$ cat src/rtl/fight_pkg.sv
// fight_pkg: shared state encodings, skill codes and per-skill movement/damage tables.
package fight_pkg;

  localparam int unsigned SKILL_W = 3;
  localparam int unsigned DELTA_W = 4;
  localparam int unsigned DMG_W   = 3;

  typedef enum logic [2:0] {
    ST_IDLE    = 3'd0,
    ST_WINDUP  = 3'd1,
    ST_ACTIVE  = 3'd2,
    ST_RECOVER = 3'd3,
    ST_KO      = 3'd4
  } state_t;

  localparam logic [SKILL_W-1:0] SK_TELEPORT_M = 3'd0;
  localparam logic [SKILL_W-1:0] SK_TELEPORT_P = 3'd7;

  localparam logic signed [DELTA_W-1:0] SKILL_DELTA [0:7] =
    '{4'sd0, 4'sd2, 4'sd1, 4'sd0, -4'sd2, 4'sd0, 4'sd1, 4'sd0};
  localparam logic [DMG_W-1:0] SKILL_DMG [0:7] =
    '{3'd0, 3'd0, 3'd1, 3'd2, 3'd0, 3'd1, 3'd2, 3'd4};

endpackage

$ cat src/rtl/action_timer.sv
// action_timer: loadable down-counter; done_c is high while the count sits at zero.
module action_timer #(
  parameter int unsigned CNT_W = 2
) (
  input  logic             clk,
  input  logic             reset,
  input  logic             load,
  input  logic [CNT_W-1:0] load_val,
  output logic             done_c
);

  logic [CNT_W-1:0] count;

  always_ff @(posedge clk) begin
    if (reset)               count <= '0;
    else if (load)           count <= load_val;
    else if (count != '0)    count <= count - CNT_W'(1);
  end

  assign done_c = (count == '0);

endmodule

$ cat src/rtl/skill_executor.sv
// skill_executor: runs decoded skills as windup/active/recover actions, updating position, HP and KO.
// Define SKILL_QUEUE_EN to hold one skill that arrives mid-action and chain it after recovery.
module skill_executor
  import fight_pkg::*;
#(
  parameter int unsigned POS_W       = 4,
  parameter int unsigned START_POS   = 2,
  parameter int unsigned HP_W        = 5,
  parameter int unsigned HP_MAX      = 20,
  parameter int unsigned RANGE       = 1,
  parameter int unsigned WINDUP_CYC  = 2,
  parameter int unsigned RECOVER_CYC = 3
) (
  input  logic               clk,
  input  logic               reset,
  input  logic               skill_valid,
  input  logic [2:0]         skill,
  input  logic               heavy_pounch,
  input  logic               teleport,
  input  logic [POS_W-1:0]   opp_pos,
  output logic               busy,
  output logic [POS_W-1:0]   pos,
  output logic [HP_W-1:0]    opp_hp,
  output logic               hit,
  output logic               ko,
  output logic               dropped,
  output logic [2:0]         fsm_state
);

  localparam int unsigned SW      = POS_W + 2;
  localparam int unsigned MAX_CYC = (WINDUP_CYC > RECOVER_CYC) ? WINDUP_CYC : RECOVER_CYC;
  localparam int unsigned CNT_W   = $clog2(MAX_CYC) + 1;
  localparam logic [CNT_W-1:0] WINDUP_LD  = CNT_W'(WINDUP_CYC - 1);
  localparam logic [CNT_W-1:0] RECOVER_LD = CNT_W'(RECOVER_CYC - 1);

  state_t               state, state_nx;
  logic [SKILL_W-1:0]   sk_code, code_nx;
  logic                 sk_heavy, heavy_nx, sk_tele, tele_nx;
  logic [POS_W-1:0]     pos_nx;
  logic [HP_W-1:0]      hp_nx;
  logic                 hit_nx, ko_nx, dropped_nx;
  logic                 tmr_load, tmr_done_c;
  logic [CNT_W-1:0]     tmr_val;

`ifdef SKILL_QUEUE_EN
  logic                 pend_valid, pend_valid_nx;
  logic [SKILL_W-1:0]   pend_code, pend_code_nx;
  logic                 pend_heavy, pend_heavy_nx, pend_tele, pend_tele_nx;
`endif

  action_timer #(.CNT_W(CNT_W)) u_timer (
    .clk      (clk),
    .reset    (reset),
    .load     (tmr_load),
    .load_val (tmr_val),
    .done_c   (tmr_done_c)
  );

  // Outcome of the latched skill if it resolves this cycle.
  logic [POS_W-1:0]          lim, act_pos;
  logic signed [DELTA_W-1:0] delta;
  logic signed [SW-1:0]      delta_ext, pos_sum;
  logic                      act_conn;
  logic [HP_W-1:0]           act_dmg, act_hp;

  always_comb begin
    lim       = (opp_pos == '0) ? '0 : opp_pos - POS_W'(1);
    delta     = SKILL_DELTA[sk_code];
    delta_ext = SW'(delta);
    pos_sum   = $signed({2'b00, pos}) + delta_ext;
    if (sk_tele)                                act_pos = lim;
    else if (pos_sum[SW-1])                     act_pos = '0;
    else if (pos_sum > $signed({2'b00, lim}))   act_pos = lim;
    else                                        act_pos = pos_sum[POS_W-1:0];
    act_conn = ({2'b00, act_pos} + SW'(RANGE)) >= {2'b00, opp_pos};
    act_dmg  = act_conn ? (HP_W'(SKILL_DMG[sk_code]) << sk_heavy) : '0;
    act_hp   = (opp_hp > act_dmg) ? opp_hp - act_dmg : '0;
  end

  always_comb begin
    state_nx   = state;
    code_nx    = sk_code;
    heavy_nx   = sk_heavy;
    tele_nx    = sk_tele;
    pos_nx     = pos;
    hp_nx      = opp_hp;
    hit_nx     = 1'b0;
    ko_nx      = ko;
    dropped_nx = 1'b0;
    tmr_load   = 1'b0;
    tmr_val    = '0;
`ifdef SKILL_QUEUE_EN
    pend_valid_nx = pend_valid;
    pend_code_nx  = pend_code;
    pend_heavy_nx = pend_heavy;
    pend_tele_nx  = pend_tele;
`endif

    if (skill_valid && state != ST_IDLE && state != ST_KO) begin
`ifdef SKILL_QUEUE_EN
      if (!pend_valid) begin
        pend_valid_nx = 1'b1;
        pend_code_nx  = skill;
        pend_heavy_nx = heavy_pounch;
        pend_tele_nx  = teleport;
      end else begin
        dropped_nx = 1'b1;
      end
`else
      dropped_nx = 1'b1;
`endif
    end

    case (state)
      ST_IDLE: if (skill_valid) begin
        code_nx  = skill;
        heavy_nx = heavy_pounch;
        tele_nx  = teleport;
        state_nx = ST_WINDUP;
        tmr_load = 1'b1;
        tmr_val  = WINDUP_LD;
      end
      ST_WINDUP: if (tmr_done_c) state_nx = ST_ACTIVE;
      ST_ACTIVE: begin
        pos_nx = act_pos;
        hp_nx  = act_hp;
        hit_nx = (act_dmg != '0);
        if (act_hp == '0) begin
          state_nx = ST_KO;
          ko_nx    = 1'b1;
`ifdef SKILL_QUEUE_EN
          pend_valid_nx = 1'b0;
`endif
        end else begin
          state_nx = ST_RECOVER;
          tmr_load = 1'b1;
          tmr_val  = RECOVER_LD;
        end
      end
      ST_RECOVER: if (tmr_done_c) begin
        state_nx = ST_IDLE;
`ifdef SKILL_QUEUE_EN
        // Chain straight into the held skill, skipping IDLE.
        if (pend_valid_nx) begin
          code_nx       = pend_code_nx;
          heavy_nx      = pend_heavy_nx;
          tele_nx       = pend_tele_nx;
          pend_valid_nx = 1'b0;
          state_nx      = ST_WINDUP;
          tmr_load      = 1'b1;
          tmr_val       = WINDUP_LD;
        end
`endif
      end
      ST_KO:   state_nx = ST_KO;
      default: state_nx = ST_IDLE;
    endcase
  end

  always_ff @(posedge clk) begin
    if (reset) begin
      state    <= ST_IDLE;
      sk_code  <= '0;
      sk_heavy <= 1'b0;
      sk_tele  <= 1'b0;
      pos      <= POS_W'(START_POS);
      opp_hp   <= HP_W'(HP_MAX);
      hit      <= 1'b0;
      ko       <= 1'b0;
      dropped  <= 1'b0;
      busy     <= 1'b0;
`ifdef SKILL_QUEUE_EN
      pend_valid <= 1'b0;
      pend_code  <= '0;
      pend_heavy <= 1'b0;
      pend_tele  <= 1'b0;
`endif
    end else begin
      state    <= state_nx;
      sk_code  <= code_nx;
      sk_heavy <= heavy_nx;
      sk_tele  <= tele_nx;
      pos      <= pos_nx;
      opp_hp   <= hp_nx;
      hit      <= hit_nx;
      ko       <= ko_nx;
      dropped  <= dropped_nx;
      busy     <= (state_nx != ST_IDLE);
`ifdef SKILL_QUEUE_EN
      pend_valid <= pend_valid_nx;
      pend_code  <= pend_code_nx;
      pend_heavy <= pend_heavy_nx;
      pend_tele  <= pend_tele_nx;
`endif
    end
  end

  assign fsm_state = state;

endmodule

$ cat config.mk
export PLATFORM = sky130hd
export DESIGN_NAME = skill_executor
export DESIGN_NICKNAME = d
export VERILOG_FILES = /design/src/rtl/fight_pkg.sv /design/src/rtl/action_timer.sv /design/src/rtl/skill_executor.sv
export SDC_FILE = /design/constraint.sdc
export NUM_CORES = 1
export LEC_CHECK = 0
export ABC_AREA = 1
export BUFFER_PORTS_ARGS = -buffer_cell sky130_fd_sc_hd__buf_2
export CAP_MARGIN = 20
export CORE_ASPECT_RATIO = 1.5
export CORE_MARGIN = 5
export CORE_UTILIZATION = 45
export CTS_BUF_LIST = sky130_fd_sc_hd__clkbuf_8
export DETAILED_ROUTE_END_ITERATION = 16
export GPL_ROUTABILITY_DRIVEN = 0
export HOLD_SLACK_MARGIN = 0.02
export MAX_ROUTING_LAYER = met4
export PLACE_DENSITY = 0.68
export SYNTH_ARGS = -nofsm -noshare
export SYNTH_HDL_FRONTEND = slang
export SYNTH_HIERARCHICAL = 1
export SYNTH_SLANG_ARGS = --single-unit
$ cat constraint.sdc
create_clock -name clk -period 5.2 [get_ports clk]
set_input_delay 1.04 -clock clk [delete_from_list [all_inputs] [get_ports clk]]
set_output_delay 1.04 -clock clk [all_outputs]
set_load 0.01 [all_outputs]
; ---- After elaboration in Yosys (flattened, before gate mapping)
; Memory sizes are Yosys's and may differ from the RTL's.
; Cells that the tools add are included.
[op_classes]
add_sub_neg = 5
magnitude_cmp = 4
eq_ne = 5
shifts = 1
n_mux = 24
bitwise = 2
n_reduce_logical = 14
[ops]
columns = op, count
row1 = two-way mux 3 bit, 8
row2 = two-way mux 4 bit, 6
row3 = one-hot mux 3 bit (5 select lines), 1
row4 = two-way mux 5 bit, 2
row5 = nonzero test 3 bit, 3
row6 = adder 5 x 4 -> 6 bit, 1
row7 = "== test 3 x 2 -> 1 bit, second input constant", 2
row8 = > comparator 6 x 5 -> 1 bit, 1
row9 = zero test 3 bit, 2
row10 = "adder 4 x 1 -> 5 bit, second input constant", 1
row11 = >= comparator 5 x 4 -> 1 bit, 1
row12 = > comparator 5 bit, 1
row13 = zero test 5 bit, 1
row14 = nonzero test 5 bit, 1
row15 = left shift 3 x 1 -> 5 bit, 1
row16 = subtractor 5 bit, 1
row17 = ">= comparator 4 bit, second input constant", 1
row18 = zero test 4 bit, 1
row19 = two-way mux 1 bit, 4
row20 = inverter 3 -> 4 bit, 1
row21 = one-hot mux 2 bit (2 select lines), 1
row22 = AND reduction 2 bit, 2
row23 = "subtractor 4 x 1 -> 4 bit, second input constant", 1
row24 = "== test 3 x 1 -> 1 bit, second input constant", 1
row25 = other kinds (9), 10
[totals]
regBits = 24
rom_bits = 56
inputBits = 12
output_inout_bits = 16
wordCells = 68
memories = 2
[memory_table]
columns = name, words, width, rd, rd_clocked_by_memory_dff, write_ports, line_no
row1 = (no name shown), 8, 4, 1, 0, 0, skill_executor.sv:68  ; delta = SKILL_DELTA[sk_code];
row2 = (no name shown), 8, 3, 1, 0, 0, skill_executor.sv:76  ; act_dmg = act_conn ? (HP_W'(SKILL_DMG[sk_code]) << sk_heavy) : '0;

; ---- Logic depth before layout (Yosys ltp)
[depth]
ltp_word = 18
mapped_depth = 48
ltp_nobuf = 48

; ---- By module
; Netlist, hierarchy kept.
[modules_own_cells]
columns = mod, n_inst, cells_each, area_per_inst_um2, seq_area_each_um2
row1 = skill_executor, 1, 250, 1773.0, 420.4
row2 = action_timer, 1, 28, 198.9, 60.1

; ---- Least setup slack after synthesis
; No wires, ideal clock.
[synth_timing]
path_kind = in2reg
startpoint = in opp_pos[0]
endpoint = reg u_timer.count[1]
setup_time_ns = 0.114
arrival_ns = 5.402
required_time_ns = 5.086
setup_slack_ns = -0.316
stages = 39
n_path_buf = 0
path_cell_list = nor2_1 -> o21ai_0 -> a21oi_1 -> inv_1 -> ha_1 -> nand2_1 -> inv_1 -> nand2_1 -> nand2_1 -> nand2_1 -> nand2_2 -> nand2_4 -> nand2_8 -> o31ai_4 -> ha_1 -> xnor2_1 -> inv_1 -> ha_1 -> (+3 left out) -> a21boi_1 -> ha_1 -> inv_1 -> fa_1 -> nand2_1 -> inv_1 -> o21ai_0 -> nand2_1 -> xor2_1 -> inv_1 -> nand2_1 -> nand3_1 -> nand2_1 -> nand2_1 -> inv_2 -> nand3_2 -> o21bai_1 -> nor2_1
[synth_between]
elab_chain_cells = 15
elab_cells_between_ends = 20
cone_classes = add/sub: 3 / order compare: 3 / mux: 11 / reduce/logical: 3
[synth_rtl]
columns = element, line_no
row1 = "start, declared", skill_executor.sv:20  ; input logic [POS_W-1:0] opp_pos,
row2 = subtractor 4 x 1 -> 4 bit / zero test 4 bit (equally long branches), skill_executor.sv:67  ; lim = (opp_pos == '0) ? '0 : opp_pos - POS_W'(1);
row3 = two-way mux 4 bit *, skill_executor.sv:67
row4 = > comparator 6 x 5 -> 1 bit, skill_executor.sv:73  ; else if (pos_sum > $signed({2'b00, lim})) act_pos = lim;
row5 = two-way mux 4 bit, skill_executor.sv:73
row6 = two-way mux 4 bit, skill_executor.sv:72  ; else if (pos_sum[SW-1]) act_pos = '0;
row7 = two-way mux 4 bit *, skill_executor.sv:71  ; if (sk_tele) act_pos = lim;
row8 = named net act_pos[0], skill_executor.sv:60  ; logic [POS_W-1:0] lim, act_pos;
row9 = adder 4 x 1 -> 5 bit *, skill_executor.sv:75  ; act_conn = ({2'b00, act_pos} + SW'(RANGE)) >= {2'b00, opp_pos};
row10 = >= comparator 5 x 4 -> 1 bit *, skill_executor.sv:75
row11 = two-way mux 5 bit *, skill_executor.sv:76
row12 = subtractor 5 bit / > comparator 5 bit (equally long branches), skill_executor.sv:77  ; act_hp = (opp_hp > act_dmg) ? opp_hp - act_dmg : '0;
row13 = two-way mux 5 bit *, skill_executor.sv:77
row14 = zero test 5 bit *, skill_executor.sv:128  ; if (act_hp == '0) begin
row15 = two-way mux 1 bit *, skill_executor.sv:128
row16 = one-hot mux 1 bit (2 select lines) *, skill_executor.sv:114  ; case (state)
row17 = named net tmr_load, skill_executor.sv:42  ; logic tmr_load, tmr_done_c;
row18 = two-way mux 3 bit / nonzero test 2 bit (equally long branches), --
row19 = "end signal, assigned", action_timer.sv:16  ; else if (load) count <= load_val;
row20 = "end signal, assigned", action_timer.sv:17  ; else if (count != '0) count <= count - CNT_W'(1);
row21 = "end, declared", action_timer.sv:12  ; logic [CNT_W-1:0] count;
; Mark *: on every way through the listed nets, which the timed path passes. The rest lies on a longest branch.
; A chain may end at the register's enable or synchronous reset.

; ---- Final worst setup path
[layout_timing]
startpoint = reg sk_code[1]
endpoint = reg u_timer.count[1]
[layout_between]
elab_chain_cells = 18
elab_cells_between_ends = 26
cone_classes = add/sub: 3 / order compare: 3 / shift: 1 / mux: 14 / bitwise: 1 / reduce/logical: 2 / memory: 2
[layout_rtl]
columns = element, line_no
row1 = "start, declared", skill_executor.sv:37  ; logic [SKILL_W-1:0] sk_code, code_nx;
row2 = "start signal, assigned", skill_executor.sv:180  ; sk_code <= code_nx;
row3 = inverter 3 -> 4 bit (not written as such) *, skill_executor.sv:68
row4 = memory read (8 x 4 bit) *, --
row5 = two-way mux 4 bit (not written as such) * (2 in series), skill_executor.sv:68
row6 = adder 5 x 4 -> 6 bit *, skill_executor.sv:70  ; pos_sum = $signed({2'b00, pos}) + delta_ext;
row7 = > comparator 6 x 5 -> 1 bit, skill_executor.sv:73
row8 = two-way mux 4 bit, skill_executor.sv:73
row9 = two-way mux 4 bit *, skill_executor.sv:72
row10 = two-way mux 4 bit *, skill_executor.sv:71
row11 = named net act_pos[0], skill_executor.sv:60
row12 = (+2 left out), --
row13 = two-way mux 5 bit *, skill_executor.sv:76
row14 = subtractor 5 bit / > comparator 5 bit (equally long branches), skill_executor.sv:77
row15 = two-way mux 5 bit *, skill_executor.sv:77
row16 = zero test 5 bit *, skill_executor.sv:128
row17 = two-way mux 1 bit *, skill_executor.sv:128
row18 = one-hot mux 1 bit (2 select lines) *, skill_executor.sv:114
row19 = named net tmr_load, skill_executor.sv:42
row20 = two-way mux 3 bit / nonzero test 2 bit (equally long branches), --
; Mark *: on every way through the listed nets, which the timed path passes. The rest lies on a longest branch. The select of a mux whose other input is x is not followed.

==> qor.txt <==
Synth Register Bits -> 24
ANT nets after route -> 0
Crit path time final -> 5.41 ns
Combinational share of power -> 78.6%
Clock Path Buffers -> 2
Sequential share of power -> 13.5%
Sink Count -> 24
Port bufs -> 27
Hpwl dp -> 3.83 mm
Worst skew pair latency -> 0.27 ns
Post-DP Area -> 0.00250 sq mm
CTS tree -> yes
Sw Ratio -> 46.1%
Initial DRC count -> 46
NetSw -> 980 uW
Seq/Total Area, Yosys -> 24.4%
Row cnt -> 29
Status -> finished, violations left
Initial Util -> 46.4%
Die X -> 64.1 um
Final Slew Violations -> 0
Element type at the critical path end -> flop
Synth Instances -> 278
Synth unique cells -> 37
Most frequent CP cell -> nand2_2
Num CTS Buffers -> 3
Setup clock skew after layout -> 0.00295 ns
Total leakage power -> 0.00145 uW
Worst setup margin -> -0.212 ns
Critical Path AT -> 5.59 ns
Post-synth top area cell -> dfxtp_1
Final instance area -> 0.00289 sq mm
Slew Limit Headroom -> 63.2%
Failing checks -> setup timing
Critical Path Start Type -> flop
Mapped cell area -> 0.00197 sq mm
ANT cells -> 0
Share of cells above drive strength 1 -> 46.8%
Syn nets -> 311
Cell-internal power -> 1140 uW
Tcrit/Tclk final -> 104%
Antenna violations before repair -> 0
Crit-path max FO -> 6
Top FF cell, synth -> dfxtp_1
Pre-Repair DR Iteration Count -> 4
Top cell type's share of synthesized area -> 24.4%
Max rail drop VDD -> 0.547 mV
Routed vias -> 2026
Ys Warns -> 6
Final hold vios -> 0
Boundary pin count -> 28
First-pass GRT wire length -> 8.65 mm
Post-synth EDFFs -> 0
Wire length per cell -> 12.7 um
Path type of the worst setup path -> flop to flop
Largest stage delay, worst path -> 0.36 ns
Slowest cell on the critical path -> fa_2
Worst-Margin Slew -> 0.548 ns
Worst Path Required -> 5.38 ns
Pwr dens -> 735 mW/mm^2
Worst min path class -> flop to flop
DRC Markers -> 0
Routed wire length -> 5.16 mm
Ys async rst share -> 0%
Vias in the first global route -> 1984
Clk pwr share -> 7.9%
Clock root cell -> clkbuf_8
Area growth syn-to-layout -> 46.6%
Critical path origin -> sk_code[1]
Top cells by area, synth -> dfxtp_1 24%, ha_1 12%, inv_1 11%
Fmax -> 185 MHz
Max Cap Viol -> 0
Core area -> 0.00425 sq mm
Chip height -> 91.1 um
Reg clk slew, reported paths -> 0.09 ns
Remaining Overflow, GRT -> 0
H-tree Lvls -> 1
RSZ-0062 raised after global routing -> yes
Mean post-synth cell area -> 7.09 sq um
Worst hold start -> ko
Reg-to-Reg Start -> sk_code[1]
Routed vias/inst -> 5.00
Largest net degree at the start of global routing -> 17
Hold buffer count at CTS -> 0
DIE AREA -> 0.00583 sq mm
GRT Total Usage -> 18.3%
Setup violators final -> 8
Nets@finish -> 393
Util after Layout -> 68.1%
==> synthesized netlist by cell type, drive strengths merged (3+ instances only) <==
cell and instances:
a21boi 3, a21oi 24, clkbuf 3, dfxtp 24
ha 19, inv 63, nand2 58, nand3 13
nand4 4, nor2 21, o21ai 26, o21bai 4
xnor2 3, xor2 3
==> placed cells by master, fill, tap and decap left out, drive strengths merged <==
cell type and instances:
o31ai 1, nor4 1, o41ai 1, a21oi 24, bufinv 1, conb 1
o211ai 1, xor2 3, xnor2 3, ha 19, nand2 58, a31oi 1
nand4 4, buf 80, o21ai 26, nand3 13, nor2 21, a21boi 3
fa 2, inv 63, nor3 2, o21bai 4, clkbuf 3, dfxtp 24
==> final timing paths <==
kind | slack, ns | to | depth (start not counted)
setup / recovery | -0.21 | u_timer/count[1] | 44
hold / removal | 0.47 | ko | 2
setup reg to reg | -0.21 | u_timer/count[1] | 44
hold reg to reg | 0.47 | ko | 2
==> per-layer routing <==
| layer | global-route usage (%) | part of all wire (%) |
|---|---|---|
| met5 | - | 0 |
| met4 | 4.33 | 2.5 |
| met3 | 1.73 | 2.7 |
| met2 | 34.7 | 56 |
| met1 | 19.8 | 39 |
==> metrics by stage <==
stage                     TNS [ns]  setup WS (ns)  hold slack, ns  total power (uW)  cells
final                        -1.07         -0.212           0.466              2120    405
after CTS                   -0.114        -0.0618           0.459              1940    402
after global placement       -1.05         -0.234           0.441              1600    388
after global routing         -4.74         -0.635           0.478              2320    405
after floorplan            -0.0444        -0.0444           0.456              1170    278
after detailed placement     -1.64         -0.334           0.444              1630    388
==> cell families (layout without fill, tap and decap cells) <==
logic type	Yosys count	count (layout)	share of synthesized area, %
AO/OA/AOI/OAI	61	61	19.1
XOR/XNOR	6	6	2.67
adder cells (fa/ha/maj)	21	21	14.1
buffers and inverters	66	147	12.7
flip-flops	24	24	24.4
other	1	1	0.190
AND/OR/NAND/NOR	99	99	26.9
==> registers in the layout, indices dropped and copies added (netlist names) <==
register	flops
opp_hp	5
pos	4
fsm_state	3
sk_code	3
u_timer/count	3
busy	1
dropped	1
hit	1
ko	1
sk_heavy	1
sk_tele	1
==> repair_timing <==
item	in CTS	in global routing
setup buffers	10	3
resized for setup	25	34
hold endpoints to repair	0	0
setup endpoints to repair	8	11
cloned	0	0
pin swaps	20	25
==> power groups by stage <==
stage | logic [uW] | registers, uW | clock network [uW]
5_1_grt | 1840 | 296 | 182
4_1_cts | 1490 | 286 | 171
3_3_place_gp | 1320 | 285 | 0
2_1_floorplan | 876 | 298 | 0
3_5_place_dp | 1350 | 286 | 0
6_report | 1670 | 287 | 167
==> worst max-delay path, delay by kind of cell (launching register included) <==
| kind | cells | cell delay, ns |
|---|---|---|
| flops | 1 | 0.34 |
| fa+ha+maj | 6 | 1.57 |
| xor+xnor | 1 | 0.14 |
| simple gates | 20 | 1.61 |
| compound gates | 9 | 1.17 |
| buf+inv | 8 | 0.50 |
==> final cells by class <==
cell class                      instances  area, sq um
Tap cell                               46         57.6
Timing Repair Buffer                   80          544
Fill cell                             364         1360
Clock inverter                          1         30.0
Inverter                               63          244
Multi-Input combinational cell        188         1490
Clock buffer                            3         41.3
Sequential cell                        24          485
No activity file was read; power rests on OpenSTA's default activity.
